<file path="config.mk">
export PLATFORM = sky130hd
export DESIGN_NAME = eth_phy_10g_rx_lock_mon
export DESIGN_NICKNAME = d
export VERILOG_FILES = /design/src/rtl/eth_phy_10g_rx_lock_mon_pkg.sv /design/src/rtl/eth_phy_10g_rx_lane_lock.sv /design/src/rtl/eth_phy_10g_rx_lock_mon.sv
export SDC_FILE = /design/constraint.sdc
export NUM_CORES = 1
export LEC_CHECK = 0
export CORE_AREA = 2 2 91 93
export CTS_BUF_LIST = sky130_fd_sc_hd__clkbuf_8
export DETAILED_ROUTE_END_ITERATION = 8
export DIE_AREA = 0 0 93 95
export GPL_TIMING_DRIVEN = 0
export HOLD_SLACK_MARGIN = 0.12
export PLACE_DENSITY_LB_ADDON = 0.1
export SLEW_MARGIN = 20
export SYNTH_ARGS = -nofsm -noshare
export SYNTH_HDL_FRONTEND = slang
export SYNTH_SLANG_ARGS = --single-unit
</file>
<file path="constraint.sdc">
create_clock -name clk -period 1.8 [get_ports clk]
set_input_delay 0.18 -clock clk [delete_from_list [all_inputs] [get_ports clk]]
set_output_delay 0.18 -clock clk [all_outputs]
set_load 0.02 [all_outputs]
</file>
<file path="src/rtl/eth_phy_10g_rx_lock_mon_pkg.sv">
// Shared definitions for the 64b/66b RX block-lock monitor.
//   - sync header codes, lock/BER thresholds
//   - per-lane lock FSM state encoding
//   - sh_valid(): classifies a 2-bit sync header as legal (01/10) or not
package eth_phy_10g_rx_lock_mon_pkg;

  localparam logic [1:0] SYNC_DATA = 2'b10;
  localparam logic [1:0] SYNC_CTRL = 2'b01;

  localparam int SH_LOCK_CNT  = 64;  // beats per evaluation block
  localparam int SH_INV_LIMIT = 16;  // bad headers per block that break lock
  localparam int BER_LIMIT    = 16;  // bad headers per window that flag high BER

  typedef enum logic [1:0] {
    ST_HUNT   = 2'd0,
    ST_LOCKED = 2'd1,
    ST_SLIP   = 2'd2
  } lock_state_t;

  function automatic logic sh_valid(input logic [1:0] hdr);
    return (hdr == SYNC_DATA) || (hdr == SYNC_CTRL);
  endfunction

endpackage

</file>
<file path="src/rtl/eth_phy_10g_rx_lane_lock.sv">
// One lane of block-lock hunting plus its high-BER detector.
//   clk, rst_n   clock, asynchronous active-low reset
//   hdr          2-bit sync header for this lane
//   hdr_valid    header beat qualifier; there is no backpressure: a beat is
//                consumed on every clock edge where hdr_valid=1, and
//                hdr_valid=0 means "no beat" (all counters hold)
//   ber_wrap     1 on the last cycle of the shared BER window
//   bitslip      slip request to the SERDES
//   reset_req    1-cycle pulse when MAX_SLIPS consecutive slips found no lock
//   high_ber     lane high-BER flag
//   ber_count    invalid headers seen in the current window (saturating)
//   state_dbg    current lock FSM state (block lock == ST_LOCKED)
module eth_phy_10g_rx_lane_lock
  import eth_phy_10g_rx_lock_mon_pkg::*;
#(
  parameter int BITSLIP_HIGH_CYCLES = 1,
  parameter int BITSLIP_LOW_CYCLES  = 8,
  parameter int MAX_SLIPS           = 132
) (
  input  logic        clk,
  input  logic        rst_n,
  input  logic [1:0]  hdr,
  input  logic        hdr_valid,
  input  logic        ber_wrap,
  output logic        bitslip,
  output logic        reset_req,
  output logic        high_ber,
  output logic [4:0]  ber_count,
  output lock_state_t state_dbg
);

  localparam int SLIP_LEN = BITSLIP_HIGH_CYCLES + BITSLIP_LOW_CYCLES;
  localparam int TMR_W    = $clog2(SLIP_LEN + 1);

  lock_state_t      state, state_n;
  logic [6:0]       sh_cnt, sh_cnt_n;
  logic [4:0]       sh_inv_cnt, sh_inv_cnt_n;
  logic [7:0]       slip_cnt, slip_cnt_n;
  logic [TMR_W-1:0] tmr, tmr_n, tmr_inc;
  logic             bitslip_n, reset_req_n, enter_slip;
  logic [4:0]       ber_inc, ber_n;
  logic             high_ber_n;
  logic             hdr_ok;

  assign hdr_ok    = sh_valid(hdr);
  assign tmr_inc   = tmr + TMR_W'(1);
  assign state_dbg = state;

  always_ff @(posedge clk or negedge rst_n) begin
    if (!rst_n) begin
      state      <= ST_HUNT;
      sh_cnt     <= '0;
      sh_inv_cnt <= '0;
      slip_cnt   <= '0;
      tmr        <= '0;
      bitslip    <= 1'b0;
      reset_req  <= 1'b0;
      ber_count  <= '0;
      high_ber   <= 1'b0;
    end else begin
      state      <= state_n;
      sh_cnt     <= sh_cnt_n;
      sh_inv_cnt <= sh_inv_cnt_n;
      slip_cnt   <= slip_cnt_n;
      tmr        <= tmr_n;
      bitslip    <= bitslip_n;
      reset_req  <= reset_req_n;
      ber_count  <= ber_n;
      high_ber   <= high_ber_n;
    end
  end

  always_comb begin
    state_n      = state;
    sh_cnt_n     = sh_cnt;
    sh_inv_cnt_n = sh_inv_cnt;
    slip_cnt_n   = slip_cnt;
    tmr_n        = tmr;
    bitslip_n    = bitslip;
    reset_req_n  = 1'b0;
    enter_slip   = 1'b0;

    case (state)
      ST_HUNT: begin
        if (hdr_valid) begin
          if (!hdr_ok) begin
            enter_slip = 1'b1;
          end else if (sh_cnt == 7'(SH_LOCK_CNT - 1)) begin
            state_n      = ST_LOCKED;
            sh_cnt_n     = '0;
            sh_inv_cnt_n = '0;
            slip_cnt_n   = '0;
          end else begin
            sh_cnt_n = sh_cnt + 7'd1;
          end
        end
      end
      ST_LOCKED: begin
        if (hdr_valid) begin
          if (!hdr_ok && (sh_inv_cnt == 5'(SH_INV_LIMIT - 1))) begin
            enter_slip = 1'b1;
          end else if (sh_cnt == 7'(SH_LOCK_CNT - 1)) begin
            // Block of 64 survived: start a fresh block.
            sh_cnt_n     = '0;
            sh_inv_cnt_n = '0;
          end else begin
            sh_cnt_n = sh_cnt + 7'd1;
            if (!hdr_ok) sh_inv_cnt_n = sh_inv_cnt + 5'd1;
          end
        end
      end
      ST_SLIP: begin
        // tmr counts cycles since slip entry; headers are ignored here.
        if (tmr_inc == TMR_W'(SLIP_LEN)) begin
          state_n      = ST_HUNT;
          tmr_n        = '0;
          bitslip_n    = 1'b0;
          sh_cnt_n     = '0;
          sh_inv_cnt_n = '0;
        end else begin
          tmr_n     = tmr_inc;
          bitslip_n = (tmr_inc < TMR_W'(BITSLIP_HIGH_CYCLES));
        end
      end
      default: state_n = ST_HUNT;
    endcase

    if (enter_slip) begin
      state_n      = ST_SLIP;
      tmr_n        = '0;
      bitslip_n    = 1'b1;
      sh_cnt_n     = '0;
      sh_inv_cnt_n = '0;
      if (slip_cnt == 8'(MAX_SLIPS - 1)) begin
        slip_cnt_n  = '0;
        reset_req_n = 1'b1;
      end else begin
        slip_cnt_n = slip_cnt + 8'd1;
      end
    end
  end

  // BER counting only runs while the lane is, and stays, locked. The beat on
  // the wrap cycle belongs to the closing window before the verdict is taken.
  always_comb begin
    ber_inc = ber_count;
    if ((state == ST_LOCKED) && hdr_valid && !hdr_ok && (ber_count != 5'(BER_LIMIT)))
      ber_inc = ber_count + 5'd1;

    if (state_n != ST_LOCKED) begin
      ber_n      = '0;
      high_ber_n = 1'b0;
    end else if (ber_wrap) begin
      ber_n      = '0;
      high_ber_n = (ber_inc == 5'(BER_LIMIT));
    end else begin
      ber_n      = ber_inc;
      high_ber_n = high_ber | (ber_inc == 5'(BER_LIMIT));
    end
  end

endmodule

</file>
<file path="src/rtl/eth_phy_10g_rx_lock_mon.sv">
// Multi-lane 64b/66b RX block-lock and BER monitor.
//   clk, rst_n            clock, asynchronous active-low reset
//   serdes_rx_hdr         lane i sync header at [i*2 +: 2]
//   serdes_rx_hdr_valid   per-lane beat qualifier (no backpressure: a beat is
//                         taken on every edge where its bit is 1)
//   serdes_rx_bitslip     per-lane slip request to the SERDES
//   serdes_rx_reset_req   per-lane 1-cycle pulse after MAX_SLIPS failed slips
//   rx_block_lock         per-lane lock
//   rx_high_ber           per-lane high-BER flag
//   rx_ber_count          lane i invalid-header count at [i*5 +: 5]
//   rx_status             rx_block_lock & ~rx_high_ber
//   rx_all_lock           all lanes locked
// Lanes are independent; only the BER window timer is shared.
module eth_phy_10g_rx_lock_mon
  import eth_phy_10g_rx_lock_mon_pkg::*;
#(
  parameter int LANES               = 1,
  parameter int HDR_WIDTH           = 2,
  parameter int BITSLIP_HIGH_CYCLES = 1,
  parameter int BITSLIP_LOW_CYCLES  = 8,
  parameter int COUNT_125US         = 19531,
  parameter int MAX_SLIPS           = 132
) (
  input  logic                       clk,
  input  logic                       rst_n,
  input  logic [LANES*HDR_WIDTH-1:0] serdes_rx_hdr,
  input  logic [LANES-1:0]           serdes_rx_hdr_valid,
  output logic [LANES-1:0]           serdes_rx_bitslip,
  output logic [LANES-1:0]           serdes_rx_reset_req,
  output logic [LANES-1:0]           rx_block_lock,
  output logic [LANES-1:0]           rx_high_ber,
  output logic [LANES*5-1:0]         rx_ber_count,
  output logic [LANES-1:0]           rx_status,
  output logic                       rx_all_lock
);

  localparam int BT_W = $clog2(COUNT_125US);

  logic [BT_W-1:0] ber_tmr;
  logic            ber_wrap;
  lock_state_t     lane_state [LANES];

  assign ber_wrap = (ber_tmr == BT_W'(COUNT_125US - 1));

  always_ff @(posedge clk or negedge rst_n) begin
    if (!rst_n)        ber_tmr <= '0;
    else if (ber_wrap) ber_tmr <= '0;
    else               ber_tmr <= ber_tmr + BT_W'(1);
  end

  for (genvar i = 0; i < LANES; i++) begin : g_lane
    eth_phy_10g_rx_lane_lock #(
      .BITSLIP_HIGH_CYCLES (BITSLIP_HIGH_CYCLES),
      .BITSLIP_LOW_CYCLES  (BITSLIP_LOW_CYCLES),
      .MAX_SLIPS           (MAX_SLIPS)
    ) u_lane (
      .clk       (clk),
      .rst_n     (rst_n),
      .hdr       (serdes_rx_hdr[i*HDR_WIDTH +: 2]),
      .hdr_valid (serdes_rx_hdr_valid[i]),
      .ber_wrap  (ber_wrap),
      .bitslip   (serdes_rx_bitslip[i]),
      .reset_req (serdes_rx_reset_req[i]),
      .high_ber  (rx_high_ber[i]),
      .ber_count (rx_ber_count[i*5 +: 5]),
      .state_dbg (lane_state[i])
    );

    // Lock is exactly "FSM in LOCKED", so it stays a registered output.
    assign rx_block_lock[i] = (lane_state[i] == ST_LOCKED);
  end

  assign rx_status   = rx_block_lock & ~rx_high_ber;
  assign rx_all_lock = &rx_block_lock;

endmodule

</file>
==> flow_summary.ini, run 1 <==
[cells_and_area]
layout-drive-gt1-share = 0.220
fill_cells = 814
nNetsFinal = 333
fin_cells = 423
diodes = 0
multi_input_area_um2 = 1580
utilization = 0.427
syn_to_final_growth_pct = 26.2
fin_area_um2 = 3380
layout.area.seq_um2 = 1230

[power_and_ir_drop]
power_density_nw_per_um2 = 825
p_leak_nw = 1.45
ir_drop_uv = 381
power.total_mw = 2.79

[logic_synthesis]
synth.avg_cell_area_um2 = 9.65
yosys-top-cells-count = dfrtp_1, nand2_1, nor2_1
synth_top_area_cell = dfrtp_1
synth_area_um2 = 2680
ys.flop_type = dfrtp_1
yosysTopAreaCellShare = 0.457
ys_seq_area_frac = 0.457
ys_seq_elements = 49
synth_edf_count = 0
yosysMostFrequentCell = dfrtp_1
synthTopCellsByArea = dfrtp_1, xnor2_1, ha_1
yosysWarnings = 0
yosysUniqueCellTypes = 51
async_flop_share = 1.00
synthCells = 278
syn-num-nets = 293

[sta]
whs_ns = 0.441
rsz0062_at_grt = yes
tightest_slew_ns = 0.657
fmax_mhz = 546
worst_slack_ns = -0.0307
min_period_ns = 1.83
drv_slew = 0
setup_tns_ns = -0.0829
slew-limit-headroom = 0.562
hold_viol_final = 0
fin_crit_sh = 1.02
skew_ns = 0.00552
finalSetupViolCount = 3

[die]
rows = 33
die_x_um = 93
ios = 16
core_um2 = 7930
initial_utilization = 0.338
die_y_um = 95
fp.dieArea_um2 = 8840

[setup_path]
cp.arrival_ns = 2.02
worstPathCellList = ha_2, and3_4, ha_4, nand2b_4, nand3_4, a21bo_4, o21bai_1, a32o_1
critPathMaxFanout = 7
start_kind = flip-flop
critical_path_class = reg2reg
critPathCaptureType = flip-flop
crit_buf_inv = 0
rr_endpoint = g_lane[0].u_lane.slip_cnt[2]
path_delay_family = compound AO/OA/AOI/OAI gates
cp.required_ns = 1.99
crit_path_max_incr_delay_ns = 0.36
rrSetupSlack_ns = -0.03
reg2reg_from = g_lane[0].u_lane.sh_inv_cnt[1]
cp_slowest_cell = dfrtp_1
worstRegToRegCells = 8

[clock_tree]
cts_tree = built
clkLatencyLatePin_ns = 0.30
clk_pin_slew_ns = 0.09
clock_path_buffers = 2
cts-root-buf = clkbuf_8
cts_buffers = 5
htree_num_levels = 2
cts.sinks = 49

[grt]
antenna_found_initial = 0
grt_overflow = 0
grt_pass1_wl_um = 10400
grtUsageTotal = 0.147
grt_max_degree = 50
first_global_vias = 2166

[placed_design]
placed_cell_area_um2 = 3010
pre_cts_ws_ns = -0.340
placed_cells = 398
dp_hpwl_um = 3870
gp_congestion = 0.747
port_buffers = 15

[routing]
vias_per_cell = 5.00
post_drt_wl_per_cell_um = 13.9
drt_pass1_iterations = 4
finalWirelength_um = 5890
postRouteAntennaNets = 0
drc = 0
first_iter_violations = 87
vias = 2117

[status]
status = finished, violations left
violations = setup timing

[job]
drv_cap = 0

[hold_path]
hp-class = in2async
==> cells by family after synthesis <==
| family | after synthesis | synth area share |
|---|---|---|
| adders and majority gates | 10 | 0.0467 |
| and+or+nand+nor | 128 | 0.251 |
| xor gates and xnor gates | 25 | 0.0817 |
| buffers and inverters | 14 | 0.0243 |
| DFF | 49 | 0.457 |
| muxes | 4 | 0.0173 |
| AOI/OAI and AO/OA | 48 | 0.122 |
==> routing by layer <==
metal	global-route usage	vias up	wire length [um]
met2	0.219	23	2580
met4	0.0331	0	46
met1	0.219	1032	3100
met5	0	-	0
met3	0.0335	4	159
li1	-	1058	-
==> registers in the layout (all words and copies together), names as in the netlist <==
register and flops:
ber_tmr 15, g_lane.u_lane.ber_count 5, g_lane.u_lane.bitslip 1, g_lane.u_lane.high_ber 1, g_lane.u_lane.reset_req 1, g_lane.u_lane.sh_cnt 7, g_lane.u_lane.sh_inv_cnt 5, g_lane.u_lane.slip_cnt 8
g_lane.u_lane.state_dbg 2, g_lane.u_lane.tmr 4
==> worst max-delay path by stage <==
stage | end | depth (start not counted) | from
floorplan | g_lane[0].u_lane.slip_cnt[2] | 8 | g_lane[0].u_lane.sh_inv_cnt[0]
global route | g_lane[0].u_lane.sh_cnt[5] | 9 | g_lane[0].u_lane.sh_inv_cnt[0]
CTS | g_lane[0].u_lane.slip_cnt[3] | 8 | g_lane[0].u_lane.sh_inv_cnt[1]
detailed placement | g_lane[0].u_lane.high_ber | 6 | serdes_rx_hdr[1]
finish | g_lane[0].u_lane.slip_cnt[2] | 8 | g_lane[0].u_lane.sh_inv_cnt[1]
global placement | ber_tmr[1] | 1 | rst_n
==> placed cells by master (no fill, tap or decap), drive strengths merged, types with 4 or more instances in the layout <==
| master | Yosys | final |
|---|---|---|
| a22o | 5 | 5 |
| ha | 10 | 10 |
| xnor2 | 17 | 17 |
| o21ai | 18 | 18 |
| dfrtp | 49 | 49 |
| a21oi | 4 | 4 |
| clkbuf | 0 | 7 |
| buf | 3 | 21 |
| and3 | 9 | 9 |
| nand2b | 8 | 8 |
| nor3 | 11 | 11 |
| inv | 11 | 11 |
| nor4 | 4 | 4 |
| nor2 | 30 | 30 |
| clkdlybuf4s50 | 0 | 11 |
| nand4 | 5 | 5 |
| nand3 | 16 | 16 |
| nand2 | 31 | 31 |
| xor2 | 8 | 8 |
==> report_power, final <==
| group | switching, mW | internal [mW] | total, mW | leakage [nW] |
|---|---|---|---|---|
| clock | 0.360 | 0.300 | 0.660 | 0.0485 |
| sequential | 0.120 | 1.22 | 1.34 | 0.650 |
| combinational | 0.429 | 0.362 | 0.791 | 0.748 |
| total | 0.909 | 1.88 | 2.79 | 1.45 |
==> final cells by class <==
cell class,count,share of cell area
Multi-Input combinational cell,215,0.468
Sequential cell,49,0.363
Timing Repair Buffer,33,0.0843
Tap cell,105,0.0388
Clock buffer,6,0.0244
Inverter,11,0.0133
Buffer,3,0.00702
Clock inverter,1,0.00111
==> timing repair <==
| item | in CTS | in global routing |
|---|---|---|
| hold buffers | 1 | 0 |
| setup buffers | 10 | 7 |
| gates resized for setup | 18 | 30 |
| setup endpoints to repair | 24 | 23 |
| gates cloned | 0 | 0 |
| pin swaps | 6 | 8 |
| hold endpoints to repair | 49 | 0 |
No activity file was read; power rests on OpenSTA's default activity.
==> run 2: changes to the inputs <==
Settings changed: CORE_AREA 2 2 91 93 to 2 2 87 97, DIE_AREA 0 0 93 95 to 0 0 89 99, PLACE_DENSITY from default to 0.5, PLACE_DENSITY_LB_ADDON 0.1 to default, SKIP_LAST_GASP from default to 1.
==> run 2 against run 1 <==
  * The run still ends with setup timing left
  * Hold slack lost 0.017 ns
  * Critical path type unchanged
  * Largest cell class unchanged
  * Clock skew grew 0.0039 ns
  * Non-clock buffer count shrank 1
  * Fmax grew 0.56%
  * First-iteration DRC count shrank 8.0%
  * Final cell count grew 0.71%
==> flow_summary.ini, run 2 (synthesis gave the netlist of run 1 again) <==
[grt]
grtUsageTotal = 0.144
first_global_vias = 2192
grt_max_degree = 50
antenna_found_initial = 0
grt_pass1_wl_um = 10200
grt_overflow = 0

[clock_tree]
htree_num_levels = 2
cts.sinks = 49
cts_tree = built
cts_buffers = 5
clkLatencyLatePin_ns = 0.32
clk_pin_slew_ns = 0.10
cts-root-buf = clkbuf_8
clock_path_buffers = 2

[power_and_ir_drop]
power.total_mw = 2.82
p_leak_nw = 1.42
power_density_nw_per_um2 = 843
ir_drop_uv = 339

[die]
fp.dieArea_um2 = 8810
rows = 34
die_x_um = 89
ios = 16
initial_utilization = 0.343
core_um2 = 7830
die_y_um = 99

[status]
status = finished, violations left
violations = setup timing

[cells_and_area]
diodes = 0
layout-drive-gt1-share = 0.204
fin_area_um2 = 3350
syn_to_final_growth_pct = 24.9
layout_commonest_cell = dfrtp_1
largest_registers = ber_tmr x15, g_lane.u_lane.slip_cnt x8, g_lane.u_lane.sh_cnt x7
largest_register_ffs = 15
final_cell_mix = dfrtp_1, nor2_1, nand2_1, xnor2_1, buf_4
nNetsFinal = 332
largest_register = ber_tmr
fill_cells = 798

[sta]
skew_ns = 0.00939
finalSetupViolCount = 2
slew-limit-headroom = 0.575
fin_crit_sh = 1.01
drv_slew = 0
min_period_ns = 1.82
worst_slack_ns = -0.0206
tightest_slew_ns = 0.638
setup_tns_ns = -0.0388
fmax_mhz = 549
rsz0062_at_grt = yes
whs_ns = 0.424
hold_viol_final = 0

[routing]
first_iter_violations = 80
drc = 0
vias_per_cell = 4.98
dr.max_layer_used = met4
wl_met3_um = 153
met1_length_um = 2810
post_drt_wl_per_cell_um = 13.2
finalWirelength_um = 5620
drt_pass1_iterations = 4
vias = 2120
routed-wl-met2_um = 2570
postRouteAntennaNets = 0

[setup_path]
cp.arrival_ns = 2.03
worstRegToRegCells = 8
critPathCaptureType = flip-flop
critPathLaunch = g_lane[0].u_lane.sh_inv_cnt[0]
start_kind = flip-flop
critPathMaxFanout = 7
critical_path_class = reg2reg
rrSetupSlack_ns = -0.02
cp.required_ns = 2.01
rr_endpoint = g_lane[0].u_lane.slip_cnt[2]
reg2reg_from = g_lane[0].u_lane.sh_inv_cnt[0]
critPathCapture = g_lane[0].u_lane.slip_cnt[2]

[placed_design]
port_buffers = 15
gp_congestion = 0.818
dp_hpwl_um = 3840
pre_cts_ws_ns = -0.407
placed_cell_area_um2 = 3010

[hold_path]
hp-class = in2async

[job]
drv_cap = 0
==> run 2: layout make-up <==
cell class,count,area [um^2],share of cell area
Tap cell,108,135,0.0404
Inverter,11,45.0,0.0135
Timing Repair Buffer,32,283,0.0845
Clock buffer,5,68.8,0.0206
Buffer,3,23.8,0.00710
Sequential cell,49,1230,0.367
Multi-Input combinational cell,215,1540,0.459
Clock inverter,3,28.8,0.00859
==> run 2: worst min-delay path by stage <==
stage,end,from
2_1_floorplan,ber_tmr[0],rst_n
3_3_place_gp,ber_tmr[0],ber_tmr[0]
3_5_place_dp,g_lane[0].u_lane.tmr[1],rst_n
4_1_cts,g_lane[0].u_lane.sh_cnt[0],rst_n
5_1_grt,g_lane[0].u_lane.ber_count[3],rst_n
6_report,g_lane[0].u_lane.tmr[1],rst_n
==> run 2: timing repair <==
item | in CTS | in global routing
hold endpoints to repair | 49 | 0
hold buffers | 1 | 0
resized for setup | 16 | 22
setup buffers | 10 | 6
pin swaps | 6 | 4
setup endpoints to repair | 24 | 24
==> run 2: worst max-delay path: stages, from the launching register on <==
cell	delay, ns
dfrtp_1	0.38
ha_2	0.18
and3_4	0.18
ha_4	0.13
nand2b_4	0.13
nand3_4	0.10
a21bo_4	0.27
o21bai_1	0.15
a32o_1	0.19
==> run 2: where the power goes <==
| part | switching, mW | internal [mW] |
|---|---|---|
| clock network | 0.427 | 0.294 |
| registers | 0.125 | 1.22 |
| logic | 0.407 | 0.350 |
==> run 2: layer usage <==
| layer | global-route usage | up-vias |
|---|---|---|
| li1 | - | 1056 |
| met5 | 0 | - |
| met1 | 0.197 | 1025 |
| met4 | 0.0413 | 0 |
| met2 | 0.231 | 31 |
| met3 | 0.0293 | 8 |
==> run 2: metrics by stage <==
step / utilization / instances
6_report: 0.428 / 426
3_3_place_gp: 0.385 / 401
4_1_cts: 0.414 / 420
3_5_place_dp: 0.385 / 401
2_1_floorplan: - / 278
5_1_grt: 0.428 / 426
==> run 3: changes to the inputs <==
Settings changed: ABC_AREA from default to 1, CORE_AREA 2 2 87 97 to 2 2 91 101, DIE_AREA 0 0 89 99 to 0 0 93 103, PLACE_DENSITY 0.5 to 0.49.
==> run 3 against run 2 <==
  * The flow now finishes without violations
  * Fmax increased by 5.3%
  * Flip-flop and latch count unchanged
  * Final cell count increased by 19%
  * Global-route usage decreased by 1.3 points
  * Sequential share of layout area decreased by 0.88 points
  * Largest power group unchanged
  * Utilization decreased by 3.1 points
  * Via count increased by 13%
  * Clock power decreased by 11%
  * Critical endpoint is now g_lane[0].u_lane.slip_cnt[3]
  * Highest routed layer unchanged
  * Combinational power increased by 48%
  * Wire length increased by 4.2%
  * Synthesized cell count increased by 30%
==> flow_summary.ini, run 3 <==
[clock_tree]
clock_path_buffers = 2
cts-root-buf = clkbuf_8
cts_buffers = 5
cts.sinks = 49
clk_pin_slew_ns = 0.10
clkLatencyLatePin_ns = 0.30
cts_tree = built
htree_num_levels = 2

[setup_path]
critical_path_class = reg2reg
rr_endpoint = g_lane[0].u_lane.slip_cnt[3]
cp.required_ns = 2.00
critPathCaptureType = flip-flop
cp.arrival_ns = 1.93
critPathMaxFanout = 6
start_kind = flip-flop
reg2reg_from = g_lane[0].u_lane.sh_inv_cnt[0]
rrSetupSlack_ns = 0.07
worstRegToRegCells = 11

[grt]
grt_pass1_wl_um = 10200
first_global_vias = 2246
grt_overflow = 0
grt_max_degree = 50
grtUsageTotal = 0.131
antenna_found_initial = 0

[sta]
rsz0062_at_grt = yes
finalSetupViolCount = 0
hold_viol_final = 0
slew-limit-headroom = 0.574
setup_tns_ns = 0
fmax_mhz = 579
fin_crit_sh = 0.960
min_period_ns = 1.73
drv_slew = 0
tightest_slew_ns = 0.639
whs_ns = 0.414
worst_slack_ns = 0.0715
skew_ns = 0.00924

[placed_design]
pre_cts_ws_ns = -0.142
port_buffers = 15
placed_cell_area_um2 = 3210
dp_hpwl_um = 4230
placed_cells = 491
gp_congestion = 0.813

[die]
ios = 16
fp.dieArea_um2 = 9580
core_um2 = 8650
die_y_um = 103
die_x_um = 93
initial_utilization = 0.337
rows = 36

[power_and_ir_drop]
p_switching_mw = 1.21
power.total_mw = 3.18
seqPwrFrac = 0.445
p_clk_frac = 0.201
p_sw_frac = 0.382
p_int_mw = 1.96
ir_drop_uv = 287
power_density_nw_per_um2 = 928
p_leak_nw = 1.60
combinationalPowerShare = 0.353

[routing]
post_drt_wl_per_cell_um = 11.5
vias = 2402
first_iter_violations = 56
drc = 0
finalWirelength_um = 5850
postRouteAntennaNets = 0
drt_pass1_iterations = 4
vias_per_cell = 4.74

[logic_synthesis]
yosysUniqueCellTypes = 36
yosys-top-cells-count = nand2_1, dfrtp_1, inv_1
ys_seq_elements = 49
synth_top_area_cell = dfrtp_1
yosysMostFrequentCell = nand2_1
syn-num-nets = 377
synth_edf_count = 0
synthTopCellsByArea = dfrtp_1, nand2_1, inv_1
ys_seq_area_frac = 0.420
yosysWarnings = 0
synth.avg_cell_area_um2 = 8.06
synthCells = 362
synth_area_um2 = 2920
ys.flop_type = dfrtp_1
yosysTopAreaCellShare = 0.420
async_flop_share = 1.00

[cells_and_area]
diodes = 0
layout_commonest_cell = nand2_1
final_cell_mix = nand2_1, dfrtp_1, inv_1, nor2_1, nand3_1
fill_cells = 872
largest_register = ber_tmr
fin_cells = 507
nNetsFinal = 407
layout.area.seq_um2 = 1230
utilization = 0.396
largest_register_ffs = 15
fin_area_um2 = 3430
layout-drive-gt1-share = 0.160
multi_input_area_um2 = 1530
largest_registers = ber_tmr x15, g_lane.u_lane.slip_cnt x8, g_lane.u_lane.sh_cnt x7
syn_to_final_growth_pct = 17.5

[hold_path]
hp-class = in2async

[status]
status = completed

[job]
drv_cap = 0
## run 3: changes by cell type in the layout (fill, tap and decap cells not counted), moves of 6 or more
cell / delta
nor2_1: +7
nand3_1: +13
inv_1: +35
inv_2: +7
a21oi_1: +6
nand2_1: +47
nand2b_1: -6
nand4_1: +8
o21ai_1: +12
and3_1: -6
buf_4: -9
xnor2_1: -14
nor2_4: +6
## run 3: cells by family after synthesis
group | Yosys count | share of synthesized area
and+or+nand+nor | 192 | 0.328
DFF | 49 | 0.420
xor gates and xnor gates | 15 | 0.0476
AOI/OAI and AO/OA | 40 | 0.0854
buffers and inverters | 56 | 0.0755
adders and majority gates | 10 | 0.0429
## run 3: worst max path at each step
stage	startpoint	endpoint	slack (ns)
floorplan	g_lane[0].u_lane.sh_inv_cnt[0]	g_lane[0].u_lane.sh_inv_cnt[2]	0.08
global placement	rst_n	ber_tmr[8]	-1.09
detailed placement	g_lane[0].u_lane.sh_inv_cnt[0]	g_lane[0].u_lane.sh_inv_cnt[1]	-0.14
CTS	g_lane[0].u_lane.sh_inv_cnt[1]	g_lane[0].u_lane.slip_cnt[3]	0.02
global route	g_lane[0].u_lane.sh_inv_cnt[1]	g_lane[0].u_lane.slip_cnt[5]	-0.05
finish	g_lane[0].u_lane.sh_inv_cnt[0]	g_lane[0].u_lane.slip_cnt[3]	0.07
## run 3: per-layer routing
metal | up-vias | track usage | share of wire
met5 | - | 0 | 0
met4 | 0 | 0.0339 | 0.010
met3 | 6 | 0.0219 | 0.021
met2 | 26 | 0.229 | 0.50
met1 | 1137 | 0.168 | 0.46
li1 | 1233 | - | -
## run 3: cell type report
type | count | area share
Tap cell | 114 | 0.0416
Clock inverter | 3 | 0.00438
Multi-Input combinational cell | 257 | 0.445
Buffer | 5 | 0.00949
Inverter | 51 | 0.0559
Timing Repair Buffer | 23 | 0.0650
Sequential cell | 49 | 0.358
Clock buffer | 5 | 0.0201
## run 3: power groups by stage
stage	registers (mW)	clock network (mW)	logic (mW)
after floorplan	1.41	0	0.787
after global placement	1.43	0	1.01
after detailed placement	1.43	0	1.03
after CTS	1.41	0.677	1.05
after global routing	1.44	0.706	1.27
final	1.42	0.640	1.12
## run 3: worst max-delay path: stages, from the launching register on
cell and delay (ns):
dfrtp_1 0.37, ha_2 0.19, nand2_2 0.07, nor2_4 0.10
ha_4 0.16, o21ai_2 0.06, nor2_2 0.19, nor2_1 0.06
nor2_1 0.13, nand2_2 0.13, inv_2 0.10, o21ai_1 0.06
## run 3: repair_timing
action                                 in CTS  in global routing
setup endpoints to repair                  32                 30
gates resized for setup                    11                 10
setup buffers                               4                  3
hold buffers                                1                  0
pin swaps                                   3                  7
endpoints found under the hold margin      49                  0
cloned                                      0                  0
